File: config.mk
export PLATFORM = sky130hd
export DESIGN_NAME = hazard_sequencer
export DESIGN_NICKNAME = d
export VERILOG_FILES = /design/src/rtl/hazard_sequencer.sv
export SDC_FILE = /design/constraint.sdc
export NUM_CORES = 1
export LEC_CHECK = 0
export ABC_AREA = 0
export BUFFER_PORTS_ARGS = -buffer_cell sky130_fd_sc_hd__buf_2
export CAP_MARGIN = 20
export CORE_MARGIN = 2
export CORE_UTILIZATION = 23
export CTS_CLUSTER_SIZE = 14
export DETAILED_ROUTE_END_ITERATION = 8
export HOLD_SLACK_MARGIN = 0.03
export PLACE_DENSITY = 0.49
export SLEW_MARGIN = 0
export SYNTH_ARGS = -nofsm -noshare
export SYNTH_HDL_FRONTEND = slang
export SYNTH_SLANG_ARGS = --single-unit
File: constraint.sdc
create_clock -name clk -period 2.74 [get_ports clk]
set_input_delay 0.137 -clock clk [delete_from_list [all_inputs] [get_ports clk]]
set_output_delay 0.137 -clock clk [all_outputs]
set_load 0.02 [all_outputs]
File: src/rtl/hazard_sequencer.sv
// Hazard controller for the 5-stage RV32 pipe: operand forwarding, load-use
// stalls, branch flushes, data-memory wait sequencing and perf counters.
module hazard_sequencer #(
  parameter int MEM_TIMEOUT = 16,
  parameter int CNT_W       = 16
) (
  input  logic             clk,
  input  logic             rst,
  input  logic [4:0]       RS1_D,
  input  logic [4:0]       RS2_D,
  input  logic [4:0]       RS1_E,
  input  logic [4:0]       RS2_E,
  input  logic [4:0]       RD_E,
  input  logic             RegWriteE,
  input  logic             ResultSrcE,
  input  logic             PCSrcE,
  input  logic [4:0]       RD_M,
  input  logic [4:0]       RD_W,
  input  logic             RegWriteM,
  input  logic             RegWriteW,
  input  logic             DMemBusy,
  input  logic             CntClr,
  output logic             StallF,
  output logic             StallD,
  output logic             StallE,
  output logic             StallM,
  output logic             FlushD,
  output logic             FlushE,
  output logic [1:0]       ForwardAE,
  output logic [1:0]       ForwardBE,
  output logic             Halted,
  output logic [CNT_W-1:0] StallCnt,
  output logic [CNT_W-1:0] FlushCnt
);

  typedef enum logic [1:0] {RUN, MEMWAIT, HALT} state_t;

  localparam int WCW = $clog2(MEM_TIMEOUT + 2);
  localparam logic [WCW-1:0] WAIT_MAX = WCW'(MEM_TIMEOUT);

  state_t         state, state_nxt;
  logic [WCW-1:0] wait_cnt;
  logic           lw_stall;

  always_comb begin
    ForwardAE = 2'b00;
    if (RegWriteM && (RD_M != '0) && (RD_M == RS1_E))      ForwardAE = 2'b10;
    else if (RegWriteW && (RD_W != '0) && (RD_W == RS1_E)) ForwardAE = 2'b01;
  end

  always_comb begin
    ForwardBE = 2'b00;
    if (RegWriteM && (RD_M != '0) && (RD_M == RS2_E))      ForwardBE = 2'b10;
    else if (RegWriteW && (RD_W != '0) && (RD_W == RS2_E)) ForwardBE = 2'b01;
  end

  assign lw_stall = ResultSrcE && RegWriteE && (RD_E != '0) &&
                    ((RD_E == RS1_D) || (RD_E == RS2_D));

  always_ff @(posedge clk or negedge rst) begin
    if (!rst) state <= RUN;
    else      state <= state_nxt;
  end

  always_comb begin
    state_nxt = state;
    case (state)
      RUN:     if (DMemBusy) state_nxt = MEMWAIT;
      MEMWAIT: begin
        if (!DMemBusy)              state_nxt = RUN;
        else if (wait_cnt == WAIT_MAX) state_nxt = HALT;
      end
      HALT:    state_nxt = HALT;
      default: state_nxt = RUN;
    endcase
  end

  // A MEMWAIT cycle with busy low falls through to the RUN rules, so held
  // redirects and load-use bubbles take effect in the release cycle itself.
  always_comb begin
    StallF = 1'b0;
    StallD = 1'b0;
    StallE = 1'b0;
    StallM = 1'b0;
    FlushD = 1'b0;
    FlushE = 1'b0;
    if (rst) begin
      if ((state == HALT) || DMemBusy) begin
        StallF = 1'b1;
        StallD = 1'b1;
        StallE = 1'b1;
        StallM = 1'b1;
      end else if (PCSrcE) begin
        FlushD = 1'b1;
        FlushE = 1'b1;
      end else if (lw_stall) begin
        StallF = 1'b1;
        StallD = 1'b1;
        FlushE = 1'b1;
      end
    end
  end

  always_ff @(posedge clk or negedge rst) begin
    if (!rst) begin
      wait_cnt <= '0;
      Halted   <= 1'b0;
    end else begin
      case (state)
        RUN:     wait_cnt <= DMemBusy ? WCW'(1) : '0;
        MEMWAIT: begin
          if (!DMemBusy)                 wait_cnt <= '0;
          else if (wait_cnt == WAIT_MAX) Halted   <= 1'b1;
          else                           wait_cnt <= wait_cnt + WCW'(1);
        end
        default: ;
      endcase
    end
  end

  always_ff @(posedge clk or negedge rst) begin
    if (!rst) begin
      StallCnt <= '0;
      FlushCnt <= '0;
    end else if (CntClr) begin
      StallCnt <= '0;
      FlushCnt <= '0;
    end else begin
      if (StallF && (state != HALT) && (StallCnt != '1)) StallCnt <= StallCnt + CNT_W'(1);
      if (FlushD && (FlushCnt != '1))                    FlushCnt <= FlushCnt + CNT_W'(1);
    end
  end

endmodule
### After elaboration in Yosys (flattened, before gate mapping)

Cells that the tools add are included.

* memories: 0
* memory bits (writable): 0
* word-level logic and storage cells: 75
* bits in read-only memories: 0
* bits in registers: 40
* bits in latches: 0

* add/subtract/negate cells: 3
* magnitude comparators: 0
* reduce and logical (&&, ||, !) cells: 24
* shift-type cells: 0
* $mul: 0
* eq/ne operators: 15
* mux-type cells: 28
* div/mod/pow operators: 0
* bitwise logic cells: 0

Operator list (count)
* 16-bit 2-to-1 mux: 4
* 16-bit by 1-bit adder with 16-bit output, second input constant: 2
* 16-bit inequality test, second input constant: 2
* 5-bit == test: 6
* 1-bit 2-to-1 mux: 15
* 5-bit nonzero test: 3
* 1-bit logical AND: 12
* 2-bit 2-to-1 mux: 5
* 5-bit 2-to-1 mux: 2
* 5-bit one-hot mux with 2 select lines: 1
* 3-bit inequality test, second input constant: 2
* 2-bit one-hot mux with 3 select lines: 1
* 2-bit nonzero test: 3
* 5-bit by 1-bit adder with 5-bit output, second input constant: 1
* 5-bit == test, second input constant: 1
* 2-bit inequality test, second input constant: 2
* 2-bit AND reduction: 2
* 3-bit AND reduction: 1
* 2-bit by 1-bit == test with 1-bit output, second input constant: 1
* 2-bit == test, second input constant: 1
* 2-bit zero test: 1
* 1-bit logical OR: 2

### Longest topological paths before layout

* depth in word-level cells: 11
* gate-level depth with buffers: 9
* mapped depth without buffers: 7

### Least setup slack after synthesis

Ideal clock, no wire load.

* path type: reg2reg
* from: register StallCnt[0]
* to: register StallCnt[1]
* period minus slack after synthesis: 2.090 ns
* setup time: 0.132 ns
* path buffers: 2
* cell stages (with the launch flop): 10
* arrival time: 1.959 ns
* required time: 2.608 ns
* path slack: 0.650 ns
* cells stage by stage: dfrtp_1 -> ha_1 -> nand3_1 -> nor4_1 -> nor2_1 -> a31oi_2 -> buf_4 -> buf_4 -> mux2i_1 -> nor2_1

* longest elaborated chain between the ends: 3
* elaborated cells between the ends (all ways): 6
* classes of those cells: add/sub (1); eq/ne (1); mux (2); reduce/logical (2)

Ends and longest elaborated chain
* start: declaration: line 32 `output logic [CNT_W-1:0] StallCnt,`
* start signal: assignment: line 129 `if (StallF && (state != HALT) && (StallCnt != '1)) StallCnt <= StallCnt + CNT_W'(1);`
* 16-bit by 1-bit adder with 16-bit output or 16-bit inequality test (tied branches): line 129
* 16-bit 2-to-1 mux or 1-bit logical AND (tied branches): line 129
* 16-bit 2-to-1 mux or 2-bit nonzero test (tied branches)

Several ways; a longest one is shown, not always the timed one. The select of a mux whose other input is x is not followed.
A chain may end at the register's enable or synchronous reset.

### Final worst setup path

* from: register StallCnt[0]
* to: register StallCnt[9]

The elaborated chain is that of the path after synthesis.

==> metrics.md <==
| Metric | Value |
|---|---|
| Final nets | `419` |
| Finished Cell Area | `0.00319 mm^2` |
| # port buffers | `86` |
| Number of library cell types mapped by synthesis | `39` |
| Worst Setup End Kind | `register` |
| Pre-CTS setup slack | `0.495 ns` |
| Initial antenna violation count | `0` |
| Final period utilization | `0.833` |
| Reg-to-Reg End | `StallCnt[9]$_DFFE_PN0P_` |
| GRT Util Overall | `0.110` |
| R2R cell count | `8` |
| Vias/cell | `4.56` |
| Die ar. | `0.0119 mm^2` |
| Synthesized net count | `333` |
| Hold_buf cts | `1` |
| Residual DRC | `0` |
| Hold path startpoint | `DMemBusy` |
| Placer Congestion | `0.756` |
| Hpwl dp | `4.94 mm` |
| Status | `finished clean` |
| Layout area overhead | `26.1%` |
| Synthesized area | `0.00253 mm^2` |
| Leading area contributor after synthesis | `dfrtp_1` |
| Routed Antenna Nets | `0` |
| Unrepaired setup endpoints after global routing | `no` |
| Vias in the first global route | `2203` |
| Final setup fails | `0` |
| Critical Path, Cell by Cell | `ha_1 -> nand3_1 -> nor4_1 -> nor2_1 -> a31oi_2 -> buf_4 -> nor3_1 -> mux2_2` |
| PwrDens | `354 mW/mm^2` |
| Slowest stage delay, CP | `0.45 ns` |
| Multi-input gate area | `0.00143 mm^2` |
| CP startpoint kind | `register` |
| Sequential fraction of the synthesis area | `0.395` |
| Deepest clock path buffer count | `2` |
| Setup TNS | `0 ns` |
| Reg area | `0.00100 mm^2` |
| Worst Skew | `0.00488 ns` |
| Leakage | `0.00144 uW` |
| Initial Util | `0.235` |
| Start of the worst register-to-register path | `StallCnt[0]$_DFFE_PN0P_` |
| Fin crit period | `2.28 ns` |
| Ys flop type | `dfrtp_1` |
| CTS clock-pin slew for the worst setup and hold paths | `0.08 ns` |
| Starting DRT DRC Count | `71` |
| Peak Freq | `0.438 GHz` |
| Die H | `109 um` |
| Min-Delay Path Class | `input port to register` |
| Boundary Pins | `87` |
| Final Hold Fails | `0` |
| Number of fillers in the final layout | `1140` |
| Gr ovfl total | `0` |
| Total power | `1130 uW` |
| First drt pass iteration count | `4` |
| Critical path peak fanout | `29` |
| Post-synth top area share | `0.395` |
| Max_slew headroom | `0.605` |
| CTS tree | `yes` |
| VDD IR max | `0.000154 V` |
| Most common cell after layout, fill and taps aside | `buf_2` |
| Syn Inst Count | `285` |
| Hold depth | `3` |
| Worst slew pin tran | `0.592 ns` |
| Class of the most critical setup path | `register to register` |
| Core area | `0.0108 mm^2` |
| Width of the die | `109 um` |
| Commonest non-fill, non-tap cells in the layout | `86 x buf_2, 40 x dfrtp_1, 30 x nor2_1` |
| Yosys warns | `0` |
| Total CTS buffers | `5` |
| Placed Area | `0.00309 mm^2` |
| Register bit total from synthesis | `40` |
| Max-cap viol count | `0` |
| Clk sinks | `40` |
| First-pass GRT wire length | `10.5 mm` |
| Post-route worst setup slack | `0.459 ns` |
| Fraction of registers with async set/reset | `1.00` |
| Clock Latency Late Sink | `0.29 ns` |
| Largest net degree at the start of global routing | `34` |
| Diode count | `0` |
| # resized after CTS | `0` |
| R2R Setup Slk | `0.46 ns` |
| Row count | `38` |
| Max-slew violation count | `0` |
| H-tree Lvls | `2` |
| CTS Root Cell | `clkbuf_8` |
| WL/cell | `12.4 um` |
| CP arrival | `2.46 ns` |
| Worst path slowest cell | `dfrtp_1` |
| Synth top area cells | `dfrtp_1 40%, xor2_1 9.0%, xnor2_1 6.9%, nor2_1 4.4%, nand3_1 4.2%` |
| Fraction of layout cells with a size suffix above 1 | `0.277` |
| Worst Path Required | `2.92 ns` |
| Via count | `2333` |
| Syn_area_per_cell | `8.88 um^2` |
| Post CTS Setup Buffer Count | `0` |
| Number of synthesized flops with an enable pin | `0` |
| Routed wire length | `6.35 mm` |
| Hold path endpoint | `wait_cnt[0]$_DFFE_PN0P_` |
-- where the power goes --
part | internal, uW | switching, uW | total [uW]
Sequential | 590 | 0.000000000000207 | 590
Combinational | 56.5 | 71.0 | 128
Clock | 206 | 206 | 412
Total | 852 | 277 | 1130
-- per-layer routing --
metal,GRT usage,vias to the layer above,wire length (um)
li1,-,1188,-
met1,0.147,1099,3020
met2,0.181,46,3050
met3,0.0281,0,277
met4,0.0192,0,0
met5,0,-,0
-- how the worst max path moves through the flow --
stage | startpoint | end | slack (ns) | cells after the start
2_1_floorplan | StallCnt[0]$_DFFE_PN0P_ | StallCnt[1]$_DFFE_PN0P_ | 0.65 | 9
3_3_place_gp | StallCnt[0]$_DFFE_PN0P_ | StallCnt[9]$_DFFE_PN0P_ | 0.63 | 8
3_5_place_dp | StallCnt[0]$_DFFE_PN0P_ | StallCnt[9]$_DFFE_PN0P_ | 0.50 | 8
4_1_cts | StallCnt[0]$_DFFE_PN0P_ | StallCnt[9]$_DFFE_PN0P_ | 0.47 | 8
5_1_grt | StallCnt[0]$_DFFE_PN0P_ | StallCnt[9]$_DFFE_PN0P_ | 0.13 | 8
6_report | StallCnt[0]$_DFFE_PN0P_ | StallCnt[9]$_DFFE_PN0P_ | 0.46 | 8
-- worst max-delay path, delay by kind of cell, from the launching register on --
kind,cells,cell delay (ns)
AND/OR/NAND/NOR,4,0.75
multiplexers,1,0.27
adder cells (fa/ha/maj),1,0.24
AO/OA/AOI/OAI,1,0.18
buffers and inverters,1,0.28
flip-flops,1,0.45
-- state kept, by name, indices dropped and copies added (netlist names) --
name      cells
Halted        1
wait_cnt      5
FlushCnt     16
StallCnt     16
state         2
-- kinds of logic (layout without fill, tap and decap cells) --
logic type               count (synthesis)  in the layout  synth area share
buffers and inverters                   20            107            0.0390
flip-flops                              40             40             0.395
AO/OA/AOI/OAI                           50             50             0.110
adder cells (fa/ha/maj)                  4              4            0.0198
AND/OR/NAND/NOR                        123            123             0.268
XOR/XNOR                                46             46             0.159
multiplexers                             2              2           0.00840
-- stage by stage --
step | hold WS, ns | utilization | cells
final | 0.166 | 0.296 | 512
after global routing | 0.166 | 0.296 | 512
after CTS | 0.151 | 0.296 | 512
after detailed placement | 0.0634 | 0.286 | 503
after global placement | 0.0617 | 0.286 | 503
after floorplan | -0.159 | - | 285
-- synth_stat cells, types with 2 or more instances --
library cell and number:
nor4_1 6, nor4_4 2, nor3_1 5, xor2_1 26
nand4_1 14, nor2_1 30, buf_4 4, ha_1 4
o31ai_1 2, inv_1 10, nand2_1 19, or4_1 6
dfrtp_1 40, o21ai_1 5, nand3_1 21, xnor2_1 20
or3_1 12, a31oi_1 2, a21oi_1 16, o22ai_1 2
o21ai_0 19, clkbuf_1 3
-- cell type report --
cell class	instances	share of cell area
sequential	40	0.314
clock buffer	8	0.0282
tap	140	0.0549
inverter	10	0.0118
multi-input combinational	225	0.449
timing repair buffer	89	0.143
No activity file was read; power rests on OpenSTA's default activity.
